<file path="config.mk">
export PLATFORM = sky130hd
export DESIGN_NAME = instr_fetch_flat
export DESIGN_NICKNAME = d
export VERILOG_FILES = /design/src/rtl/instr_fetch_if.sv /design/src/rtl/instr_fetch.sv /design/src/flat_wrapper.sv
export SDC_FILE = /design/constraint.sdc
export NUM_CORES = 1
export LEC_CHECK = 0
export ABC_AREA = 0
export BUFFER_PORTS_ARGS = -buffer_cell sky130_fd_sc_hd__buf_4
export CELL_PAD_IN_SITES_DETAIL_PLACEMENT = 1
export CELL_PAD_IN_SITES_GLOBAL_PLACEMENT = 1
export CORE_AREA = 2 2 97 146
export CTS_CLUSTER_SIZE = 30
export DETAILED_ROUTE_END_ITERATION = 6
export DIE_AREA = 0 0 99 148
export PLACE_DENSITY_LB_ADDON = 0.05
export SKIP_LAST_GASP = 1
export SLEW_MARGIN = 10
export SYNTH_ARGS = -nofsm -noshare
export SYNTH_HDL_FRONTEND = slang
export SYNTH_SLANG_ARGS = --single-unit
</file>
<file path="constraint.sdc">
create_clock -name i_clk -period 1.72 [get_ports i_clk]
set_input_delay 0.43 -clock i_clk [delete_from_list [all_inputs] [get_ports i_clk]]
set_output_delay 0.43 -clock i_clk [all_outputs]
set_load 0.005 [all_outputs]
</file>
<file path="src/rtl/instr_fetch_if.sv">
// Instruction-memory request/response bundle shared by the fetch unit and its memory.
// The fetch unit is the master: it issues req/addr and receives ack/data.
interface instr_fetch_if;
    logic        req;
    logic [31:0] addr;
    logic        ack;
    logic [31:0] data;

    modport master (output req, output addr, input ack, input data);
    modport slave  (input req, input addr, output ack, output data);
endinterface

</file>
<file path="src/rtl/instr_fetch.sv">
// Instruction fetch unit: holds the PC, runs a single-outstanding req/ack fetch,
// presents each fetched word until the core retires it, and applies redirects.
// Misaligned fetch targets park in MISAL until a trap redirect moves the PC.
module instr_fetch #(
    parameter logic [31:0] PC_RESET  = 32'h0000_0000,
    parameter logic [31:0] NOP_INSTR = 32'h0000_0013
) (
    input  logic               i_clk,
    input  logic               i_rstn,
    instr_fetch_if.master      im,
    output logic [31:0]        o_Instr,
    output logic [31:0]        o_PC,
    output logic               o_Stall,
    output logic               o_Fetch_misal,
    input  logic               i_Advance,
    input  logic               i_Redirect,
    input  logic [31:0]        i_Redirect_PC
);

    typedef enum logic [2:0] {
        IDLE    = 3'd0,
        FETCH   = 3'd1,
        DISCARD = 3'd2,
        VALID   = 3'd3,
        MISAL   = 3'd4
    } state_t;

    state_t      state_reg;
    logic [31:0] pc_reg;
    logic [31:0] instr_reg;

    // Next PC on retirement: redirect target wins over sequential PC+4 (wraps mod 2^32).
    logic [31:0] retire_pc;
    // In DISCARD the latest redirect overrides the pending PC.
    logic [31:0] discard_pc;

    // Retirement and discard target selection.
    always_comb begin
        retire_pc  = i_Redirect ? i_Redirect_PC : pc_reg + 32'd4;
        discard_pc = i_Redirect ? i_Redirect_PC : pc_reg;
    end

    // Fetch control FSM; all outputs are decoded from registered state only.
    always_ff @(posedge i_clk or negedge i_rstn) begin
        if (!i_rstn) begin
            state_reg <= IDLE;
            pc_reg    <= PC_RESET;
            instr_reg <= NOP_INSTR;
        end else begin
            case (state_reg)
                IDLE: state_reg <= FETCH;
                FETCH: begin
                    if (im.ack && i_Redirect) begin
                        // Returned word belongs to the old path; refetch at the target.
                        pc_reg    <= i_Redirect_PC;
                        state_reg <= (i_Redirect_PC[1:0] != 2'b00) ? MISAL : FETCH;
                    end else if (im.ack) begin
                        instr_reg <= im.data;
                        state_reg <= VALID;
                    end else if (i_Redirect) begin
                        pc_reg    <= i_Redirect_PC;
                        state_reg <= DISCARD;
                    end
                end
                DISCARD: begin
                    pc_reg <= discard_pc;
                    if (im.ack) begin
                        // A misaligned target reached while discarding must not be fetched.
                        state_reg <= (discard_pc[1:0] != 2'b00) ? MISAL : FETCH;
                    end
                end
                VALID: begin
                    if (i_Advance) begin
                        pc_reg    <= retire_pc;
                        state_reg <= (retire_pc[1:0] != 2'b00) ? MISAL : FETCH;
                    end
                end
                MISAL: begin
                    if (i_Advance && i_Redirect) begin
                        pc_reg    <= retire_pc;
                        state_reg <= (retire_pc[1:0] != 2'b00) ? MISAL : FETCH;
                    end
                end
                default: state_reg <= IDLE;
            endcase
        end
    end

    // Output decode: request only in FETCH, instruction valid in VALID/MISAL.
    always_comb begin
        im.req        = (state_reg == FETCH);
        im.addr       = pc_reg;
        o_PC          = pc_reg;
        o_Stall       = !((state_reg == VALID) || (state_reg == MISAL));
        o_Fetch_misal = (state_reg == MISAL);
        o_Instr       = (state_reg == VALID) ? instr_reg : NOP_INSTR;
    end

endmodule

</file>
<file path="src/flat_wrapper.sv">
// flat-port wrapper written by rule: the top's interface ports become plain ports
module instr_fetch_flat 
#(
    parameter logic [31:0] PC_RESET  = 32'h0000_0000,
    parameter logic [31:0] NOP_INSTR = 32'h0000_0013
)
  (i_clk, i_rstn, o_Instr, o_PC, o_Stall, o_Fetch_misal, i_Advance, i_Redirect, i_Redirect_PC, im_req, im_addr, im_ack, im_data);
  instr_fetch_if im_i ();
  input  logic i_clk;
  input  logic i_rstn;
  output logic [31:0] o_Instr;
  output logic [31:0] o_PC;
  output logic o_Stall;
  output logic o_Fetch_misal;
  input  logic i_Advance;
  input  logic i_Redirect;
  input  logic [31:0] i_Redirect_PC;
  output wire logic [$bits(im_i.req)-1:0] im_req;
  output wire logic [$bits(im_i.addr)-1:0] im_addr;
  input wire logic [$bits(im_i.ack)-1:0] im_ack;
  input wire logic [$bits(im_i.data)-1:0] im_data;
  assign im_req = im_i.req;
  assign im_addr = im_i.addr;
  assign im_i.ack = im_ack;
  assign im_i.data = im_data;
  instr_fetch #(.PC_RESET(PC_RESET), .NOP_INSTR(NOP_INSTR)) u_core (.i_clk(i_clk), .i_rstn(i_rstn), .im(im_i), .o_Instr(o_Instr), .o_PC(o_PC), .o_Stall(o_Stall), .o_Fetch_misal(o_Fetch_misal), .i_Advance(i_Advance), .i_Redirect(i_Redirect), .i_Redirect_PC(i_Redirect_PC));
endmodule
</file>
Yosys cells after proc, flatten, opt, wreduce, memory -nomap -nowiden
Index checks and enable logic that the tools add are counted.
{"block": "totals", "regBits": 67, "inputBits": 69, "out_inout_bits": 99, "word_cells": 44}
{"block": "classes", "addsub": 1, "eq_ne": 9, "muxes": 18, "bitwise": 1, "reduce_logical": 12}
{"op": "$mux 32", "count": 7}
{"op": "$pmux 32 s4", "count": 1}
{"op": "$add 32x3->32 const B", "count": 1}
{"op": "$mux 3", "count": 9}
{"op": "$pmux 3 s5", "count": 1}
{"op": "$reduce_and 4->1", "count": 2}
{"op": "$eq 3x2->1 const B", "count": 2}
{"op": "$reduce_bool 2->1", "count": 3}
{"op": "$ne 2x2->1 const B", "count": 2}
{"op": "$ne 4x2->1 const B", "count": 1}
{"op": "$reduce_bool 4->1", "count": 1}
{"op": "$eq 3x1->1 const B", "count": 1}
{"op": "$eq 3x3->1 const B", "count": 1}
{"op": "$logic_not 3->1", "count": 1}
{"op": "$ne 3x2->1 const B", "count": 1}
{"op": "$reduce_and 3->1", "count": 1}
{"op": "$logic_and 1x1->1", "count": 2}
{"op": "$ne 2x1->1 const B", "count": 1}
{"op": "$logic_not 1->1", "count": 1}
{"op": "$logic_or 1x1->1", "count": 1}
{"op": "$not 1->1", "count": 1}

Logic depth before layout (Yosys ltp)
Gate-level depths: netlist of the first run.
{"block": "depth", "ltp_word": 6, "mapped_depth": 9, "mapped_depth_nobuf": 6}

Worst setup path after synthesis of the first run
OpenSTA, ideal clock, no wires.
{"block": "synth_path", "path_type": "reg2reg", "from": "reg u_core.pc_reg[2] (netlist: u_core.im.addr[2])", "to": "reg (tool-made name)", "setup_time_ns": 0.111, "t_arrival_ns": 1.839, "required_ns": 1.609, "setup_slack_ns": -0.230, "stages_incl_launch_ff": 8, "n_path_buf": 1, "synth_period_minus_slack_ns": 1.950, "cell_sequence": "dfrtp_1 > ha_1 > nand2_1 > or3_1 > buf_2 > o41ai_2 > o41ai_1 > a2111oi_2"}
{"element": "start: declaration", "line_no": "instr_fetch.sv:29", "text": "logic [31:0] pc_reg;"}
{"element": "start signal: assignment", "line_no": "instr_fetch.sv:55", "text": "pc_reg <= i_Redirect_PC;"}
{"element": "start signal: assignment", "line_no": "instr_fetch.sv:61", "text": "pc_reg <= i_Redirect_PC;"}
{"element": "start signal: assignment", "line_no": "instr_fetch.sv:66", "text": "pc_reg <= discard_pc;"}

Worst setup path in the final report of the first run
{"block": "layout_path", "from": "reg u_core.state_reg[0]", "to": "out o_Instr[7]"}
{"block": "layout_via", "elab_chain_len": 2}
{"element": "start: declaration", "line_no": "instr_fetch.sv:28", "text": "state_t state_reg;"}
{"element": "start signal: assignment", "line_no": "instr_fetch.sv:56", "text": "state_reg <= (i_Redirect_PC[1:0] != 2'b00) ? MISAL : FETCH;"}
{"element": "start signal: assignment", "line_no": "instr_fetch.sv:69", "text": "state_reg <= (discard_pc[1:0] != 2'b00) ? MISAL : FETCH;"}
{"element": "start signal: assignment", "line_no": "instr_fetch.sv:75", "text": "state_reg <= (retire_pc[1:0] != 2'b00) ? MISAL : FETCH;"}
{"element": "$eq 3x2->1", "line_no": "instr_fetch.sv:96", "text": "o_Instr = (state_reg == VALID) ? instr_reg : NOP_INSTR;"}
{"element": "$mux 32", "line_no": "instr_fetch.sv:96"}
{"element": "end: declaration", "line_no": "flat_wrapper.sv:11", "text": "output logic [31:0] o_Instr;"}
Every way passes these cells.

==> flow_metrics.tcl, run 1 <==
set metrics [dict create \
    drc 0 \
    grtUsageMet1_pct 26.5 \
    hold_class "in2async" \
    arrival_ns 1.68 \
    met3_usage_pct 4.07 \
    die_h_microns 148 \
    cts_tree "yes" \
    wl_per_cell_microns 20.9 \
    path_cells "buf_6 -> and3b_4 -> clkbuf_16 -> and2_1 -> buf_4" \
    drv_slew 0 \
    ys_types 76 \
    seq_area_sq_um 1690 \
    crit_start "u_core.state_reg[0]" \
    crit_path_max_incr_delay_ns 0.43 \
    fmax_ghz 0.474 \
    totalWireLength_microns 18900 \
    grt_use_total_pct 23.7 \
    critical_path_class "reg2out" \
    setup-tns-final_ns -18.94 \
    ctsHoldBuffers 0 \
    p_per_area_nw_per_um2 1690 \
    async_reset_ff_share_pct 100 \
    drtIter0Drc 164 \
    cts.sinks 67 \
    failed_checks "negative setup slack" \
    multiInputGateArea_sq_um 2810 \
    final_nets 808 \
    first_global_vias 5068 \
    gp_congestion 0.862 \
    yosysSeqAreaShare_pct 38.5 \
    grt_pass1_wl_microns 27200 \
    maxCapViolCount 0 \
    clock_path_buffers 2 \
    grt_max_degree 36 \
    fillerInstances 1505 \
    cts_buffers 9 \
    finalWorstSetupSlack_ns -0.392 \
    synthesis.instances 478 \
    clk_pin_slew_ns 0.07 \
    dieArea_sq_um 14700 \
    cp-end-kind "primary output" \
    finalCritPeriodShare_pct 123 \
    cp_max_fo 8 \
    dpl.hpwl_microns 13200 \
    areaGrowthSynthToFinish_pct 76.9 \
    num_vias 4906 \
    final_hold_viol_count 0 \
    cp-start-kind "register" \
    clock_latency_ns 0.34 \
    cp_slowest_cell "dfrtp_2" \
    synth_edf_count 0 \
    row_count 52 \
    required_ns 1.29 \
    die_x_microns 99 \
    fin_skew_ns 0.0132 \
    r2r_cells 8 \
    synth_fp_nets 548 \
    antenna_left 0 \
    core-area_sq_um 13300 \
    r2r_slack_ns -0.31 \
    htreeDepth 3 \
    io_pins 168 \
    start_util_pct 32.7 \
    vias_per_cell 5.42 \
    setup_viol 92 \
    tightest_slew_ns 0.396 \
    use_met2_pct 43.9 \
    grt-ovfl-total 0 \
    synth_seq_cells 67 \
    timing.hold.ws_ns 0.00467 \
    diodes 0 \
    yosysWarningCount 0 \
    r2r_start "u_core.state_reg[0]" \
    cts-root-buf "clkbuf_16" \
    io_buffers 167 \
    syn_area_sq_um 4360 \
    drive_gt1_share_pct 64.1 \
    syn_area_per_cell_sq_um 9.13 \
    p_leak_nw 3.52 \
    gr-max-usage-layer "met2" \
    synthFlopType "dfrtp_1" \
    antenna_found_initial 0 \
    dr.pass1.iters 4 \
    grt_setup_unrepaired "true" \
    min_period_ns 2.11 \
    outcome "finished, violations left" \
    slew_headroom_pct 73.3 \
    ir_drop_v 0.00102 \
]
-- cell families after synthesis --
family / after synthesis / share of synthesized area, %
AND/OR/NAND/NOR: 186 / 24.1
AO/OA/AOI/OAI: 119 / 19.0
buffers and inverters: 71 / 9.32
flip-flops: 67 / 38.5
multiplexers: 34 / 8.74
adder cells (fa/ha/maj): 1 / 0.287
-- per-layer routing --
| metal | vias to the layer above | part of all wire [%] |
|---|---|---|
| li1 | 2259 | - |
| met1 | 2442 | 36 |
| met2 | 162 | 56 |
| met3 | 43 | 4.3 |
| met4 | 0 | 3.3 |
| met5 | - | 0 |
-- cells in the final DEF, fill, tap and decap left out, types with 11 or more instances in the layout --
master,instances
dfrtp_1,60
o21ai_0,11
nor2_1,28
and2_1,15
clkbuf_16,12
mux2_2,33
a21oi_1,17
buf_4,248
buf_6,54
nand2_1,25
and2_4,17
-- layout make-up --
class / count / area share (%)
Clock inverter: 5 / 0.778
Tap cell: 162 / 2.63
Clock buffer: 11 / 3.27
Multi-Input combinational cell: 340 / 36.4
Timing Repair Buffer: 313 / 34.7
Sequential cell: 67 / 21.8
Inverter: 7 / 0.405
-- how the worst max path moves through the flow --
stage                                    to  slack [ns]  depth (start not counted)
after global routing            o_Instr[15]       -0.45                          5
after CTS                       o_Instr[25]       -0.41                          5
after detailed placement           register       -0.25                          6
after floorplan                    register       -0.13                          8
final                            o_Instr[7]       -0.39                          5
after global placement    u_core.im.addr[6]       -0.19                          6
-- where the power goes --
group | internal (W) | total, W | switching, W
sequential | 0.00238 | 0.00300 | 0.000620
combinational | 0.00442 | 0.00812 | 0.00369
clock | 0.00121 | 0.00196 | 0.000756
total | 0.00801 | 0.0131 | 0.00507
-- metrics by stage --
step	utilization, %	setup slack (ns)	instances	cell area, sq um	total power [W]
final	57.9	-0.392	905	7720	0.0131
after global routing	57.9	-0.449	905	7720	0.0138
after CTS	53.9	-0.407	886	7200	0.0123
after detailed placement	48.1	-0.248	854	6410	0.00925
after global placement	48.1	-0.193	854	6410	0.00904
after floorplan	-	-0.131	478	4480	0.00621
-- worst max-delay path, delay by kind of cell (launching register included) --
kind          cells  cell delay, ns
flops             1            0.43
buf+inv           3            0.44
simple gates      2            0.46
-- repair_timing --
action,4_1_cts,5_1_grt
pin swaps,42,51
cloned,0,6
buffers inserted,16,15
gates resized for setup,91,80
setup endpoints to repair,99,97
-- synth_stat cells, types with 3 or more instances --
master / number / area, sq um
nor2_1: 31 / 116
inv_1: 5 / 18.8
mux2_2: 33 / 372
nand3_1: 14 / 70.1
nor4_1: 6 / 37.5
o22ai_1: 6 / 37.5
buf_4: 33 / 248
buf_1: 3 / 11.3
dfrtp_1: 64 / 1600
o211ai_1: 6 / 45.0
nor3_1: 8 / 40.0
a22oi_1: 7 / 52.6
nand3b_1: 3 / 22.5
nand4b_1: 3 / 26.3
dfstp_2: 3 / 78.8
and3_1: 4 / 25.0
o311ai_0: 3 / 26.3
clkbuf_1: 15 / 56.3
buf_2: 13 / 65.1
o21ai_1: 3 / 15.0
o32ai_1: 3 / 26.3
nor2b_1: 3 / 18.8
and2_1: 32 / 200
a221oi_1: 3 / 26.3
nand2_1: 36 / 135
nand2b_1: 10 / 62.6
a21oi_1: 21 / 105
and4_1: 5 / 43.8
o21ai_0: 21 / 105
a31oi_1: 10 / 62.6
o31ai_1: 5 / 37.5
nand4_1: 10 / 62.6
No activity file was read; power rests on OpenSTA's default activity.
==> inputs of run 2 (changes only) <==
--- a/config.mk
+++ b/config.mk
@@ -5,14 +5,15 @@
 export SDC_FILE = /design/constraint.sdc
 export NUM_CORES = 1
 export LEC_CHECK = 0
-export ABC_AREA = 0
+export ABC_AREA = 1
 export BUFFER_PORTS_ARGS = -buffer_cell sky130_fd_sc_hd__buf_4
 export CELL_PAD_IN_SITES_DETAIL_PLACEMENT = 1
 export CELL_PAD_IN_SITES_GLOBAL_PLACEMENT = 1
-export CORE_AREA = 2 2 97 146
+export CORE_AREA = 2 2 100 150
+export CTS_BUF_LIST = sky130_fd_sc_hd__clkbuf_4 sky130_fd_sc_hd__clkbuf_8 sky130_fd_sc_hd__clkbuf_16
 export CTS_CLUSTER_SIZE = 30
 export DETAILED_ROUTE_END_ITERATION = 6
-export DIE_AREA = 0 0 99 148
+export DIE_AREA = 0 0 102 152
 export PLACE_DENSITY_LB_ADDON = 0.05
 export SKIP_LAST_GASP = 1
 export SLEW_MARGIN = 10
==> constraint.sdc (replaced) <==
create_clock -name i_clk -period 2.37 [get_ports i_clk]
set_input_delay 0.5925 -clock i_clk [delete_from_list [all_inputs] [get_ports i_clk]]
set_output_delay 0.5925 -clock i_clk [all_outputs]
set_load 0.005 [all_outputs]
==> flow_metrics.tcl, run 2 <==
set metrics [dict create \
    slew_headroom_pct 65.6 \
    clk_pin_slew_ns 0.07 \
    crit_path_max_incr_delay_ns 0.42 \
    cts_tree "yes" \
    yosys-top-cells-count "nand2_1, nor2_1, inv_1" \
    p_leak_nw 3.22 \
    maxCapViolCount 0 \
    grt_setup_unrepaired "false" \
    wl_per_cell_microns 15.7 \
    syn_area_sq_um 4720 \
    areaGrowthSynthToFinish_pct 33.6 \
    cts.sinks 67 \
    grt_pass1_wl_microns 28000 \
    synthesis.instances 765 \
    yosysTopAreaCell "dfrtp_1" \
    core-area_sq_um 14300 \
    r2r_cells 10 \
    totalWireLength_microns 17300 \
    final_nets 967 \
    path_cells "inv_2 -> nand3_1 -> buf_4 -> or2_2 -> buf_4" \
    dieArea_sq_um 15500 \
    synth_edf_count 0 \
    crit_family "buffers and inverters" \
    final_cell_mix "nand2_1, buf_4, nor2_1" \
    drtIter0Drc 114 \
    io_buffers 167 \
    required_ns 1.78 \
    synth_top_cells_by_area "dfrtp_1, nand2_1, nor2_1" \
    outcome "finished clean" \
    timing.hold.ws_ns 0.152 \
    r2r_slack_ns 0.36 \
    io_pins 168 \
    p_per_area_nw_per_um2 1180 \
    drc 0 \
    post-synth-top-count-cell "nand2_1" \
    first_global_vias 5647 \
    ys_types 30 \
    arrival_ns 1.68 \
    cp_max_fo 32 \
    htreeDepth 3 \
    cp-end-kind "primary output" \
    antenna_left 0 \
    antenna_found_initial 0 \
    drv_slew 0 \
    synth_top_cell_area_share_pct 34.0 \
    final_hold_viol_count 0 \
    drive_gt1_share_pct 23.6 \
    yosysWarningCount 0 \
    min_period_ns 2.27 \
    path_common_cell "buf_4" \
    ctsHoldBuffers 0 \
    final_common_cell "nand2_1" \
    grt-ovfl-total 0 \
    row_count 54 \
    cts_buffers 9 \
    dpl.hpwl_microns 13200 \
    setup-tns-final_ns 0 \
    place_ws_ns 0.268 \
    cp_slowest_cell "dfrtp_1" \
    die_x_microns 102 \
    r2r_start "u_core.im.addr[4]" \
    tightest_slew_ns 0.516 \
    clock_latency_ns 0.34 \
    fin_skew_ns 0.00948 \
    gp_congestion 0.880 \
    fmax_ghz 0.440 \
    synth_seq_cells 67 \
    yosysSeqAreaShare_pct 35.6 \
    grt_use_total_pct 22.8 \
    dr.pass1.iters 5 \
    cp.buffers_inverters 3 \
    finalCritPeriodShare_pct 96.0 \
    cp-start-kind "register" \
    finalWorstSetupSlack_ns 0.0958 \
    start_util_pct 32.9 \
    setup_viol 0 \
    num_vias 5291 \
    synthFlopType "dfrtp_1" \
    critical_path_class "reg2out" \
    vias_per_cell 4.82 \
    hold_class "in2async" \
    syn_area_per_cell_sq_um 6.16 \
    synth_fp_nets 835 \
    diodes 0 \
    grt_max_degree 63 \
    cts-root-buf "clkbuf_16" \
    ir_drop_v 0.000392 \
    async_reset_ff_share_pct 100 \
    die_h_microns 152 \
    clock_path_buffers 2 \
]
run 2: cell count changes after synthesis, moves of 6 or more:
cell and delta:
a22oi_1 -7, nor4_1 -6, a31oi_1 -8, o21ai_0 +46, inv_1 +79, nand2_1 +210, mux2_2 -33, nand2b_1 -10
nor2_1 +105, nand4_1 -7, nand3_1 +23, and2_1 -31, buf_2 -7, a21boi_1 +6
run 2: logic make-up after synthesis:
kind of cell / Yosys count / synth area share (%)
simple gates: 437 / 36.8
buf+inv: 150 / 15.0
compound gates: 109 / 12.1
flops: 67 / 35.6
xor+xnor: 1 / 0.186
fa+ha+maj: 1 / 0.265
run 2: per-stage QoR:
step,util [%],total power (W),std cells,cell area [sq um]
floorplan,-,0.00449,765,4720
global placement,41.7,0.00587,1081,5970
detailed placement,41.7,0.00603,1081,5970
CTS,43.9,0.00753,1097,6280
global route,44.0,0.00811,1098,6300
finish,44.0,0.00743,1098,6300
run 2: what timing repair did:
action / CTS / global route
setup endpoints to repair: 0 / 1
buffers inserted: 0 / 1
endpoints found under the hold margin: 0 / 0
gates resized for setup: 0 / 2
run 2: final cells by class:
cell class | instances | area (sq um)
Fill cell | 1937 | 8030
Multi-Input combinational cell | 548 | 2330
Timing Repair Buffer | 182 | 1390
Clock inverter | 6 | 72.6
Tap cell | 196 | 245
Sequential cell | 67 | 1680
Clock buffer | 10 | 239
Inverter | 89 | 338
run 2: report_power, final:
| group | switching (W) | internal [W] | total (W) |
|---|---|---|---|
| Combinational | 0.00210 | 0.00157 | 0.00367 |
| Sequential | 0.000603 | 0.00171 | 0.00231 |
| Clock | 0.000591 | 0.000856 | 0.00145 |
| Total | 0.00330 | 0.00413 | 0.00743 |
run 2: how the worst max path moves through the flow:
| stage | start | end | slack [ns] | cells after the start |
|---|---|---|---|---|
| after floorplan | i_Redirect | register | 0.54 | 7 |
| after global placement | i_Redirect | register | 0.25 | 8 |
| after detailed placement | i_Redirect | register | 0.27 | 8 |
| after CTS | u_core.state_reg[1] | o_Stall | 0.007 | 6 |
| after global routing | u_core.state_reg[1] | o_Stall | 0.02 | 6 |
| final | u_core.state_reg[2] | o_Instr[0] | 0.1 | 5 |
run 2: layer usage:
| metal | up-vias | part of all wire (%) | global-route usage, % |
|---|---|---|---|
| li1 | 2602 | - | - |
| met1 | 2526 | 38 | 25.1 |
| met2 | 131 | 53 | 41.7 |
| met3 | 32 | 5.8 | 5.61 |
| met4 | 0 | 2.7 | 7.43 |
| met5 | - | 0 | 0 |
==> inputs of run 3 (changes only) <==
--- a/config.mk
+++ b/config.mk
@@ -9,12 +9,12 @@
 export BUFFER_PORTS_ARGS = -buffer_cell sky130_fd_sc_hd__buf_4
 export CELL_PAD_IN_SITES_DETAIL_PLACEMENT = 1
 export CELL_PAD_IN_SITES_GLOBAL_PLACEMENT = 1
-export CORE_AREA = 2 2 100 150
+export CORE_AREA = 3 3 101 151
 export CTS_BUF_LIST = sky130_fd_sc_hd__clkbuf_4 sky130_fd_sc_hd__clkbuf_8 sky130_fd_sc_hd__clkbuf_16
 export CTS_CLUSTER_SIZE = 30
 export DETAILED_ROUTE_END_ITERATION = 6
-export DIE_AREA = 0 0 102 152
-export PLACE_DENSITY_LB_ADDON = 0.05
+export DIE_AREA = 0 0 104 154
+export PLACE_DENSITY_LB_ADDON = 0.12
 export SKIP_LAST_GASP = 1
 export SLEW_MARGIN = 10
 export SYNTH_ARGS = -nofsm -noshare
==> constraint.sdc (replaced) <==
create_clock -name i_clk -period 2.37 [get_ports i_clk]
set_input_delay 0.474 -clock i_clk [delete_from_list [all_inputs] [get_ports i_clk]]
set_output_delay 0.474 -clock i_clk [all_outputs]
set_load 0.005 [all_outputs]
==> flow_metrics.tcl, run 3 (synthesis gave the netlist of run 2 again) <==
set metrics [dict create \
    outcome "finished clean" \
    cp-start-kind "register" \
    drive_gt1_share_pct 23.0 \
    io_pins 168 \
    drt-met1-wl_microns 6570 \
    drv_slew 0 \
    htreeDepth 3 \
    fin_skew_ns 0.0110 \
    num_vias 5287 \
    fin_cells 1089 \
    dpl.cell_count 1073 \
    die_x_microns 104 \
    clock_latency_ns 0.34 \
    cts_buffers 9 \
    hold_class "in2async" \
    r2r_slack_ns 0.39 \
    cp-end-kind "primary output" \
    total_power_w 0.00736 \
    slew_headroom_pct 60.1 \
    cp_max_fo 14 \
    grt_pass1_wl_microns 28100 \
    crit_start "u_core.state_reg[0]" \
    critical_path_class "reg2out" \
    cts.sinks 67 \
    arrival_ns 1.78 \
    clk_pin_slew_ns 0.06 \
    cts_resized 0 \
    antenna_found_initial 0 \
    first_global_vias 5735 \
    ir_drop_v 0.000391 \
    grt-ovfl-total 0 \
    top_layer "met4" \
    crit_path_max_incr_delay_ns 0.46 \
    vias_per_cell 4.85 \
    ctsHoldBuffers 0 \
    cp.buffers_inverters 2 \
    path_cells "nor2_1 -> nand2_1 -> nand2_1 -> inv_1 -> buf_4" \
    cp_num_cells 5 \
    final_cell_area_sq_um 6250 \
    drtIter0Drc 143 \
    dr.pass1.iters 4 \
    dieArea_sq_um 16000 \
    setup_viol 0 \
    setup-tns-final_ns 0 \
    clock_path_buffers 2 \
    cts_tree "yes" \
    r2r_start "u_core.state_reg[0]" \
    grt_setup_unrepaired "false" \
    finalCritPeriodShare_pct 95.2 \
    p_leak_nw 3.20 \
    postPlaceCellArea_sq_um 5940 \
    core-area_sq_um 14100 \
    row_count 53 \
    grt_use_total_pct 21.6 \
    maxCapViolCount 0 \
    wl_met3_microns 793 \
    endpoint "o_Stall" \
    min_period_ns 2.26 \
    tightest_slew_ns 0.597 \
    totalWireLength_microns 17200 \
    required_ns 1.90 \
    final_hold_viol_count 0 \
    antenna_left 0 \
    dr_wl_met2_microns 9390 \
    die_h_microns 154 \
    cp_slowest_cell "dfrtp_1" \
    path_common_cell "nand2_1" \
    dpl.hpwl_microns 13100 \
    crit_family "buffers and inverters" \
    grt_max_degree 68 \
    r2r_cells 9 \
    drc 0 \
    postCtsSetupBuffers 0 \
    diodes 0 \
    wl_per_cell_microns 15.8 \
    final_cell_mix "nand2_1, buf_4, nor2_1" \
    final_nets 962 \
    start_util_pct 33.5 \
    areaGrowthSynthToFinish_pct 32.5 \
    final_common_cell "nand2_1" \
    cts-root-buf "clkbuf_16" \
    p_per_area_nw_per_um2 1180 \
    io_buffers 167 \
    gp_congestion 0.879 \
    fmax_ghz 0.443 \
]
[run 3: cell count changes in the layout (fill, tap and decap cells not counted)]
| cell | before | now |
|---|---|---|
| inv_8 | 0 | 1 |
| inv_1 | 82 | 84 |
| nor2_1 | 135 | 136 |
| buf_4 | 180 | 175 |
| clkbuf_8 | 1 | 0 |
| clkinvlp_4 | 2 | 1 |
| nor2_2 | 1 | 0 |
| clkinv_1 | 1 | 0 |
[run 3: how the worst min path moves through the flow]
| stage | startpoint | endpoint | slack, ns |
|---|---|---|---|
| detailed placement | u_core.instr_reg[4] | u_core.instr_reg[4] | 0.46 |
| global placement | u_core.instr_reg[1] | u_core.instr_reg[1] | 0.46 |
| floorplan | i_rstn | async pin | 0.18 |
| CTS | i_rstn | async pin | 0.16 |
| finish | i_rstn | async pin | 0.14 |
| global route | i_rstn | async pin | 0.17 |
[run 3: per-stage QoR]
| stage | hold slack, ns | setup WS [ns] | utilization, % |
|---|---|---|---|
| 4_1_cts | 0.158 | 0.137 | 44.4 |
| 2_1_floorplan | 0.178 | 0.661 | - |
| 5_1_grt | 0.169 | 0.0451 | 44.4 |
| 3_3_place_gp | 0.457 | 0.381 | 42.2 |
| 3_5_place_dp | 0.459 | 0.362 | 42.2 |
| 6_report | 0.137 | 0.113 | 44.4 |
[run 3: cell type report]
class                           count  area (sq um)
Multi-Input combinational cell    548          2330
Inverter                           89           334
Timing Repair Buffer              177          1350
Fill cell                        1956          7810
Clock buffer                        9           225
Sequential cell                    67          1680
Tap cell                          192           240
Clock inverter                      7          83.8
[run 3: per-layer routing]
layer / track usage, % / vias to the layer above
li1: - / 2588
met1: 22.1 / 2546
met2: 42.6 / 127
met3: 4.28 / 26
met4: 8.17 / 0
met5: 0 / -
[run 3: where the power goes]
| part | switching (W) | internal, W |
|---|---|---|
| clock network | 0.000594 | 0.000834 |
| logic | 0.00209 | 0.00153 |
| registers | 0.000606 | 0.00171 |
